### src/rtl/avalon_arb_pkg.sv
// Shared types and default widths for the two-master Avalon-MM round-robin arbiter.
//   state_t : arbiter FSM states
//   op_t    : captured downstream operation
package avalon_arb_pkg;

    localparam int unsigned ARB_ADDR_W = 3;
    localparam int unsigned ARB_DATA_W = 32;

    typedef enum logic [1:0] {
        IDLE    = 2'd0,
        ISSUE   = 2'd1,
        RD_WAIT = 2'd2
    } state_t;

    typedef enum logic {
        OP_RD = 1'b0,
        OP_WR = 1'b1
    } op_t;

endpackage

### src/rtl/avalon_rr_pick2.sv
// Combinational two-way round-robin picker.
//   req       : request vector, bit N = master N
//   last      : most recently granted master
//   gnt_valid : at least one request present
//   gnt_idx   : winning master index
module avalon_rr_pick2 (
    input  logic [1:0] req,
    input  logic       last,
    output logic       gnt_valid,
    output logic       gnt_idx
);

    // On a tie the master that was not granted last wins; otherwise the lone requester.
    always_comb begin
        gnt_valid = |req;
        gnt_idx   = (&req) ? ~last : req[1];
    end

endmodule

### src/rtl/avalon_rr_arbiter.sv
// Two-master round-robin arbiter in front of a single Avalon-MM bridge port.
// One downstream transaction at a time; read data returns RD_LAT cycles after the strobe.
//   clk, rst_n            : clock, synchronous active-low reset
//   mN_read/write/address/writedata : master requests, held until waitrequest is low
//   mN_waitrequest        : low only in the accept (ISSUE) cycle
//   mN_readdata/readdatavalid       : registered read return to the granted master
//   out_read/write/address/writedata: downstream strobes and payload (registered)
//   out_readdata          : downstream read data, valid RD_LAT cycles after out_read
module avalon_rr_arbiter
    import avalon_arb_pkg::*;
#(
    parameter int unsigned ADDR_W = ARB_ADDR_W,
    parameter int unsigned DATA_W = ARB_DATA_W,
    parameter int unsigned RD_LAT = 1
) (
    input  logic              clk,
    input  logic              rst_n,
    input  logic              m0_read,
    input  logic              m0_write,
    input  logic [ADDR_W-1:0] m0_address,
    input  logic [DATA_W-1:0] m0_writedata,
    output logic              m0_waitrequest,
    output logic [DATA_W-1:0] m0_readdata,
    output logic              m0_readdatavalid,
    input  logic              m1_read,
    input  logic              m1_write,
    input  logic [ADDR_W-1:0] m1_address,
    input  logic [DATA_W-1:0] m1_writedata,
    output logic              m1_waitrequest,
    output logic [DATA_W-1:0] m1_readdata,
    output logic              m1_readdatavalid,
    output logic              out_read,
    output logic              out_write,
    output logic [ADDR_W-1:0] out_address,
    output logic [DATA_W-1:0] out_writedata,
    input  logic [DATA_W-1:0] out_readdata
);

    localparam int unsigned CNT_W = $clog2(RD_LAT + 1);

    state_t              state_q, state_d;
    op_t                 op_q, op_d;
    logic                grant_q, grant_d;
    logic                last_q, last_d;
    logic [CNT_W-1:0]    cnt_q, cnt_d;
    logic [ADDR_W-1:0]   addr_q, addr_d;
    logic [DATA_W-1:0]   wdata_q, wdata_d;
    logic                out_read_q, out_read_d;
    logic                out_write_q, out_write_d;
    logic [1:0]          wait_q, wait_d;
    logic [1:0]          rdv_q, rdv_d;
    logic [DATA_W-1:0]   rdata0_q, rdata0_d;
    logic [DATA_W-1:0]   rdata1_q, rdata1_d;

    logic [1:0]          req;
    logic                gnt_valid;
    logic                gnt_idx;

    assign req = {m1_read | m1_write, m0_read | m0_write};

    avalon_rr_pick2 u_pick (
        .req       (req),
        .last      (last_q),
        .gnt_valid (gnt_valid),
        .gnt_idx   (gnt_idx)
    );

    // State and output registers.
    always_ff @(posedge clk) begin
        if (!rst_n) begin
            state_q     <= IDLE;
            op_q        <= OP_RD;
            grant_q     <= 1'b0;
            last_q      <= 1'b1;
            cnt_q       <= '0;
            addr_q      <= '0;
            wdata_q     <= '0;
            out_read_q  <= 1'b0;
            out_write_q <= 1'b0;
            wait_q      <= 2'b11;
            rdv_q       <= 2'b00;
            rdata0_q    <= '0;
            rdata1_q    <= '0;
        end else begin
            state_q     <= state_d;
            op_q        <= op_d;
            grant_q     <= grant_d;
            last_q      <= last_d;
            cnt_q       <= cnt_d;
            addr_q      <= addr_d;
            wdata_q     <= wdata_d;
            out_read_q  <= out_read_d;
            out_write_q <= out_write_d;
            wait_q      <= wait_d;
            rdv_q       <= rdv_d;
            rdata0_q    <= rdata0_d;
            rdata1_q    <= rdata1_d;
        end
    end

    // Next-state logic; strobes and waitrequest are computed one cycle ahead so they register.
    always_comb begin
        state_d     = state_q;
        op_d        = op_q;
        grant_d     = grant_q;
        last_d      = last_q;
        cnt_d       = cnt_q;
        addr_d      = addr_q;
        wdata_d     = wdata_q;
        out_read_d  = 1'b0;
        out_write_d = 1'b0;
        wait_d      = 2'b11;
        rdv_d       = 2'b00;
        rdata0_d    = rdata0_q;
        rdata1_d    = rdata1_q;

        case (state_q)
            IDLE: begin
                if (gnt_valid) begin
                    grant_d         = gnt_idx;
                    last_d          = gnt_idx;
                    // Write wins when a master asserts both strobes.
                    op_d            = (gnt_idx ? m1_write : m0_write) ? OP_WR : OP_RD;
                    addr_d          = gnt_idx ? m1_address : m0_address;
                    wdata_d         = gnt_idx ? m1_writedata : m0_writedata;
                    out_read_d      = (op_d == OP_RD);
                    out_write_d     = (op_d == OP_WR);
                    wait_d[gnt_idx] = 1'b0;
                    state_d         = ISSUE;
                end
            end
            ISSUE: begin
                if (op_q == OP_RD) begin
                    cnt_d   = CNT_W'(RD_LAT);
                    state_d = RD_WAIT;
                end else begin
                    state_d = IDLE;
                end
            end
            RD_WAIT: begin
                // Count of 1 marks the cycle the downstream data is valid.
                if (cnt_q == CNT_W'(1)) begin
                    cnt_d = '0;
                    if (grant_q) rdata1_d = out_readdata;
                    else         rdata0_d = out_readdata;
                    rdv_d[grant_q] = 1'b1;
                    state_d        = IDLE;
                end else begin
                    cnt_d = cnt_q - CNT_W'(1);
                end
            end
            default: state_d = IDLE;
        endcase
    end

    assign m0_waitrequest   = wait_q[0];
    assign m1_waitrequest   = wait_q[1];
    assign m0_readdatavalid = rdv_q[0];
    assign m1_readdatavalid = rdv_q[1];
    assign m0_readdata      = rdata0_q;
    assign m1_readdata      = rdata1_q;
    assign out_read         = out_read_q;
    assign out_write        = out_write_q;
    assign out_address      = addr_q;
    assign out_writedata    = wdata_q;

endmodule

### config.mk
export PLATFORM = sky130hd
export DESIGN_NAME = avalon_rr_arbiter
export DESIGN_NICKNAME = d
export VERILOG_FILES = /design/src/rtl/avalon_arb_pkg.sv /design/src/rtl/avalon_rr_pick2.sv /design/src/rtl/avalon_rr_arbiter.sv
export SDC_FILE = /design/constraint.sdc
export NUM_CORES = 1
export LEC_CHECK = 0
export BUFFER_PORTS_ARGS = -buffer_cell sky130_fd_sc_hd__buf_4
export CORE_MARGIN = 3
export CORE_UTILIZATION = 41
export DETAILED_ROUTE_END_ITERATION = 10
export GPL_ROUTABILITY_DRIVEN = 1
export GPL_TIMING_DRIVEN = 0
export PLACE_DENSITY = 0.75
export SYNTH_ARGS = -nofsm -noshare
export SYNTH_HDL_FRONTEND = slang
export SYNTH_SLANG_ARGS = --single-unit
### constraint.sdc
create_clock -name clk -period 1.4 [get_ports clk]
set_input_delay 0.35 -clock clk [delete_from_list [all_inputs] [get_ports clk]]
set_output_delay 0.35 -clock clk [all_outputs]
set_load 0.01 [all_outputs]
# Word level (Yosys, flattened, before mapping)
# Index checks and enable logic that the tools add are counted.
[totals] register_bits=111 in_bits=108 out_inout_bits=105 elab_cells=58
[classes] addsub=1 magnitude_cmp=4 eq_ne=5 mux=16 bitwise_logic=6 n_reduce_logical=13
[ops] operator="$mux 32" n=1
[ops] operator="$reduce_and 3->1" n=4
[ops] operator="$reduce_and 2->1" n=4
[ops] operator="$mux 1" n=7
[ops] operator="$mux 2" n=3
[ops] operator="$ne 2x2->1 const B" n=3
[ops] operator="$pmux 2 s3" n=1
[ops] operator="$lt 1x2->1 const B" n=2
[ops] operator="$mux 3" n=1
[ops] operator="$not 1->1" n=3
[ops] operator="$demux 1 s1" n=2
[ops] operator="$eq 2x1->1 const B" n=1
[ops] operator="$eq 2x2->1 const B" n=1
[ops] operator="$ge 1x1->1 const B" n=2
[ops] operator="$logic_and 1x1->1" n=2
[ops] operator="$logic_not 2->1" n=1
[ops] operator="$not 2->2" n=1
[ops] operator="$or 1x1->1" n=2
[ops] operator="$pmux 1 s2" n=1
[ops] operator="$reduce_bool 2->1" n=1
[ops] operator="$reduce_or 2->1" n=1
[ops] operator="$sub 1x1->1 const B" n=1

# Logic depth before layout (Yosys ltp)
[logic_depth] word_depth=8 ltp_mapped=6 ltp_nobuf=4

# By module
# Synthesis repeated with hierarchy kept, for this count alone.
[unflattened] cells_unflattened=407 hier_area_um2=4189.0
[by_module_without_submodules] module="avalon_rr_arbiter" instances=1 cells_per_inst=405 area_each_um2=4175.3 seq_area_each_um2=2222.1
[by_module_without_submodules] module="avalon_rr_pick2" instances=1 cells_per_inst=2 area_each_um2=13.8 seq_area_each_um2=0.0

# Worst setup path before layout
# No wires, ideal clock.
[synth_path] path_type="input-to-reg" start="input m0_read" end="register wdata_q[4], in the netlist out_writedata[4]" setup_time_ns=0.138 arrival_ns=1.346 required_time_ns=1.262 path_slack_ns=-0.085 path_stages=5 path_buffers=2 path_cell_list="or4_1 > buf_2 > buf_6 > a21oi_1 > a311oi_1"
[synth_via] elab_chain_cells=4 elab_cells_between_ends=6 classes_between="2 x mux; 1 x bitwise; 3 x reduce/logical"
[synth_rtl] item="start, declared" line="avalon_rr_arbiter.sv:18" rtl="input logic m0_read,"
[synth_rtl] item="$or 1x1->1 *" line="avalon_rr_arbiter.sv:59" rtl="assign req = {m1_read | m1_write, m0_read | m0_write};"
[synth_rtl] item="$reduce_and 2->1" line="avalon_rr_pick2.sv:16" rtl="gnt_idx = (&req) ? ~last : req[1];"
[synth_rtl] item="$mux 1" line="avalon_rr_pick2.sv:16"
[synth_rtl] item="$mux 32" line="avalon_rr_arbiter.sv:125" rtl="wdata_d = gnt_idx ? m1_writedata : m0_writedata;"
[synth_rtl] item="end signal, assigned" line="avalon_rr_arbiter.sv:91" rtl="wdata_q <= wdata_d;"
[synth_rtl] item="end, declared" line="avalon_rr_arbiter.sv:47" rtl="logic [DATA_W-1:0] wdata_q, wdata_d;"
# Mark *: on every way between the ends. The rest lies on a longest branch, timed or not.
# A chain may end at the register's enable or synchronous reset.

# Worst setup path after layout
[layout_path] start="register state_q[0]" end="register rdata0_q[6], in the netlist m0_readdata[6]"
[layout_via] elab_chain_cells=2
[layout_rtl] item="start, declared" line="avalon_rr_arbiter.sv:41" rtl="state_t state_q, state_d;"
[layout_rtl] item="start signal, assigned" line="avalon_rr_arbiter.sv:85" rtl="state_q <= state_d;"
[layout_rtl] item="$eq 2x2->1" line="avalon_rr_arbiter.sv:117" rtl="case (state_q)"
[layout_rtl] item="$reduce_and 3->1 (no source line)"
[layout_rtl] item="end signal, assigned" line="avalon_rr_arbiter.sv:96" rtl="rdata0_q <= rdata0_d;"
[layout_rtl] item="end, declared" line="avalon_rr_arbiter.sv:52" rtl="logic [DATA_W-1:0] rdata0_q, rdata0_d;"
# No other way between the ends.

==> metrics <==
status=complete, but fails checks; failing checks=setup timing; Worst Reg-to-Reg Cells=6; post-synthesis sequential area ratio=51.20%; most frequent cells in the layout=230 x buf_4, 128 x nand2_1, 108 x dfxtp_1; combinational power share=25.5%; fmax=0.7135 GHz; die span in x=108.9 µm; DP HPWL=10720 µm; CTS sink count=111; Crit path required time=1.69 ns; Clk pwr share=25.4%; Critical Path Fanout Max=9; antenna violations before repair=0; Max Used Layer=met4; min Tclk post-route=1.401 ns; max-slew violations=0; Setup crit end kind=register; fin area=0.006593 mm²; hold_sp=rst_n; chip height=108.9 µm; worst rel slew slack=61.92%; die area=0.01186 mm²; Syn Area/Cell=8.128 µm²; RePlAce Congestion=0.8145; Primary FF master, synth=dfxtp_1; Post-synth ARST share=0%; Max Buffers Root-to-Sink=2; crit path DAT=1.69 ns; Setup WS post-layout=-0.001499 ns; Reg clk slew, reported paths=0.11 ns; Synth Register Bits=111; Placed Area=0.006120 mm²; GRT Resource Usage Total=23.27%; P_leak=0.002747 µW; core box area=0.01004 mm²; share of cells above drive strength 1=39.33%; met3 WL=1352 µm; placed insts=879; hold violation count in the final report=0; TritonCTS clock tree=yes; Yosys warning total=0; R2R Setup Slk=-0.001 ns; IO buf count=212; FP Rows=36; launching point of the worst reg2reg path=state_q[0]; nets=876; Detail Route Antenna Nets=0; post-synthesis cell area=0.004340 mm²; DR iter-0 viols=251; Psw=2217 µW; hold path depth=2; Routed WL per cell=16.11 µm; Synth cell types=28; Hold EP=last_q; RSZ-0062 raised after global routing=yes; Int Power=5014 µW; Post-Syn Instances=534; Initial Util=43.21%; DR pass1 iterations=5; fin crit share=100.1%; final wirelength=14600 µm; sequential power share=49.1%; WL met2=7103 µm; # IOs=213; setup TNS=-0.001499 ns; worst vdd ir=0.6140 mV; hold_buf cts=0; largest net degree at the start of global routing=20; min-delay worst type=in2reg; Setup Crit Path Kind=reg2reg; Clk Latency, worst-skew pair=0.37 ns; worst slew pin tran=0.5711 ns; CTS Buf Count=9; EDFF count, synth=0; Post-Syn Nets=642; Non-Filler Instances=906; reg2reg end=m0_readdata[6]; first-pass GRT wire length=22150 µm; H-tree depth=3; vias=4873; GRT overflow=0; switching share of power=30.66%; max cap viols=0; vias per cell=5.379; P&R area growth vs syn=51.89%; M1 WL=5794 µm; drc violations=0; endpoints failing setup=1; commonest non-fill, non-tap cell in the layout=buf_4; Power Dens Cells=1097 mW/mm²; Critical Path Start Type=register; vias in the first global route=4587; skew final=0.01018 ns; CTS root buffer=clkbuf_8; Antenna diodes=0
cell families (layout without fill, tap and decap cells):
| logic type | Yosys count | count (layout) | synth area share, % |
|---|---|---|---|
| compound gates | 182 | 182 | 24.33 |
| buf+inv | 54 | 293 | 5.823 |
| flops | 111 | 111 | 51.20 |
| simple gates | 187 | 187 | 18.65 |
cell type report:
| class | instances | area (µm²) |
|---|---|---|
| Sequential cell | 111 | 2226 |
| Buffer | 49 | 356.6 |
| Tap cell | 133 | 166.4 |
| Inverter | 3 | 11.26 |
| Clock buffer | 10 | 127.6 |
| Fill cell | 832 | 3452 |
| Clock inverter | 6 | 55.05 |
| Timing Repair Buffer | 225 | 1715 |
| Multi-Input combinational cell | 369 | 1934 |
registers in the layout, summed over array words and instances, names as in the netlist, 2 cells and up:
signal,count
wait_q,2
m1_readdata,32
out_writedata,32
rdv_q,2
state_q,2
m0_readdata,32
out_address,3
cells in the mapped netlist, types with 2 or more instances:
cell	count	area [µm²]
inv_2	2	7.510
or2_2	2	12.51
nand2_1	129	484.2
dfxtp_1	111	2222
nand3_1	38	190.2
buf_2	22	110.1
clkbuf_1	26	97.59
nor2_2	2	12.51
o21ai_0	39	195.2
a311oi_1	35	306.5
a21oi_1	103	515.5
buf_6	3	33.78
nor2_1	7	26.28
per-stage QoR:
step / utilization (%) / hold slack, ns / setup slack, ns / power (µW)
after floorplan: - / 0.4218 / -0.05162 / 4419
after global placement: 60.92 / 0.4423 / -0.4261 / 5210
after detailed placement: 60.92 / 0.4488 / -0.4884 / 5241
after CTS: 63.75 / 0.1929 / -0.02613 / 7118
after global routing: 65.63 / 0.1968 / -0.02719 / 7553
final: 65.63 / 0.1966 / -0.001499 / 7232
what timing repair did:
item,4_1_cts,5_1_grt
gates resized for setup,32,56
pin swaps,2,4
setup buffers,4,4
endpoints found under the setup margin,100,96
cloned,0,5
hold endpoints to repair,0,0
power by group through the flow:
stage                     clock network [µW]  logic [µW]  registers (µW)
after floorplan                            0         730            3690
after global placement                     0        1610            3600
after detailed placement                   0        1630            3610
after CTS                               1860        1710            3540
after global routing                    1980        2000            3580
final                                   1830        1850            3550
worst max path at each step:
stage	from	to	slack [ns]
final	state_q[0]	m0_readdata[6]	-0.001
after detailed placement	m1_write	out_writedata[15]	-0.49
after floorplan	m0_read	out_address[2]	-0.05
after global routing	state_q[0]	m0_readdata[20]	-0.03
after global placement	m1_write	out_writedata[26]	-0.43
after CTS	state_q[0]	out_address[0]	-0.03
metal layers:
metal | track usage (%) | vias to the layer above
li1 | - | 2341
met1 | 28.27 | 2264
met2 | 40.31 | 237
met3 | 5.980 | 31
met4 | 7.124 | 0
met5 | 0 | -
critical path, cell delays in order (launching register included):
cell	delay, ns
dfxtp_2	0.33
buf_6	0.13
nor4bb_1	0.27
buf_4	0.23
buf_4	0.16
nand2_1	0.06
a21oi_1	0.14
Power figures use the tool's default switching activity.
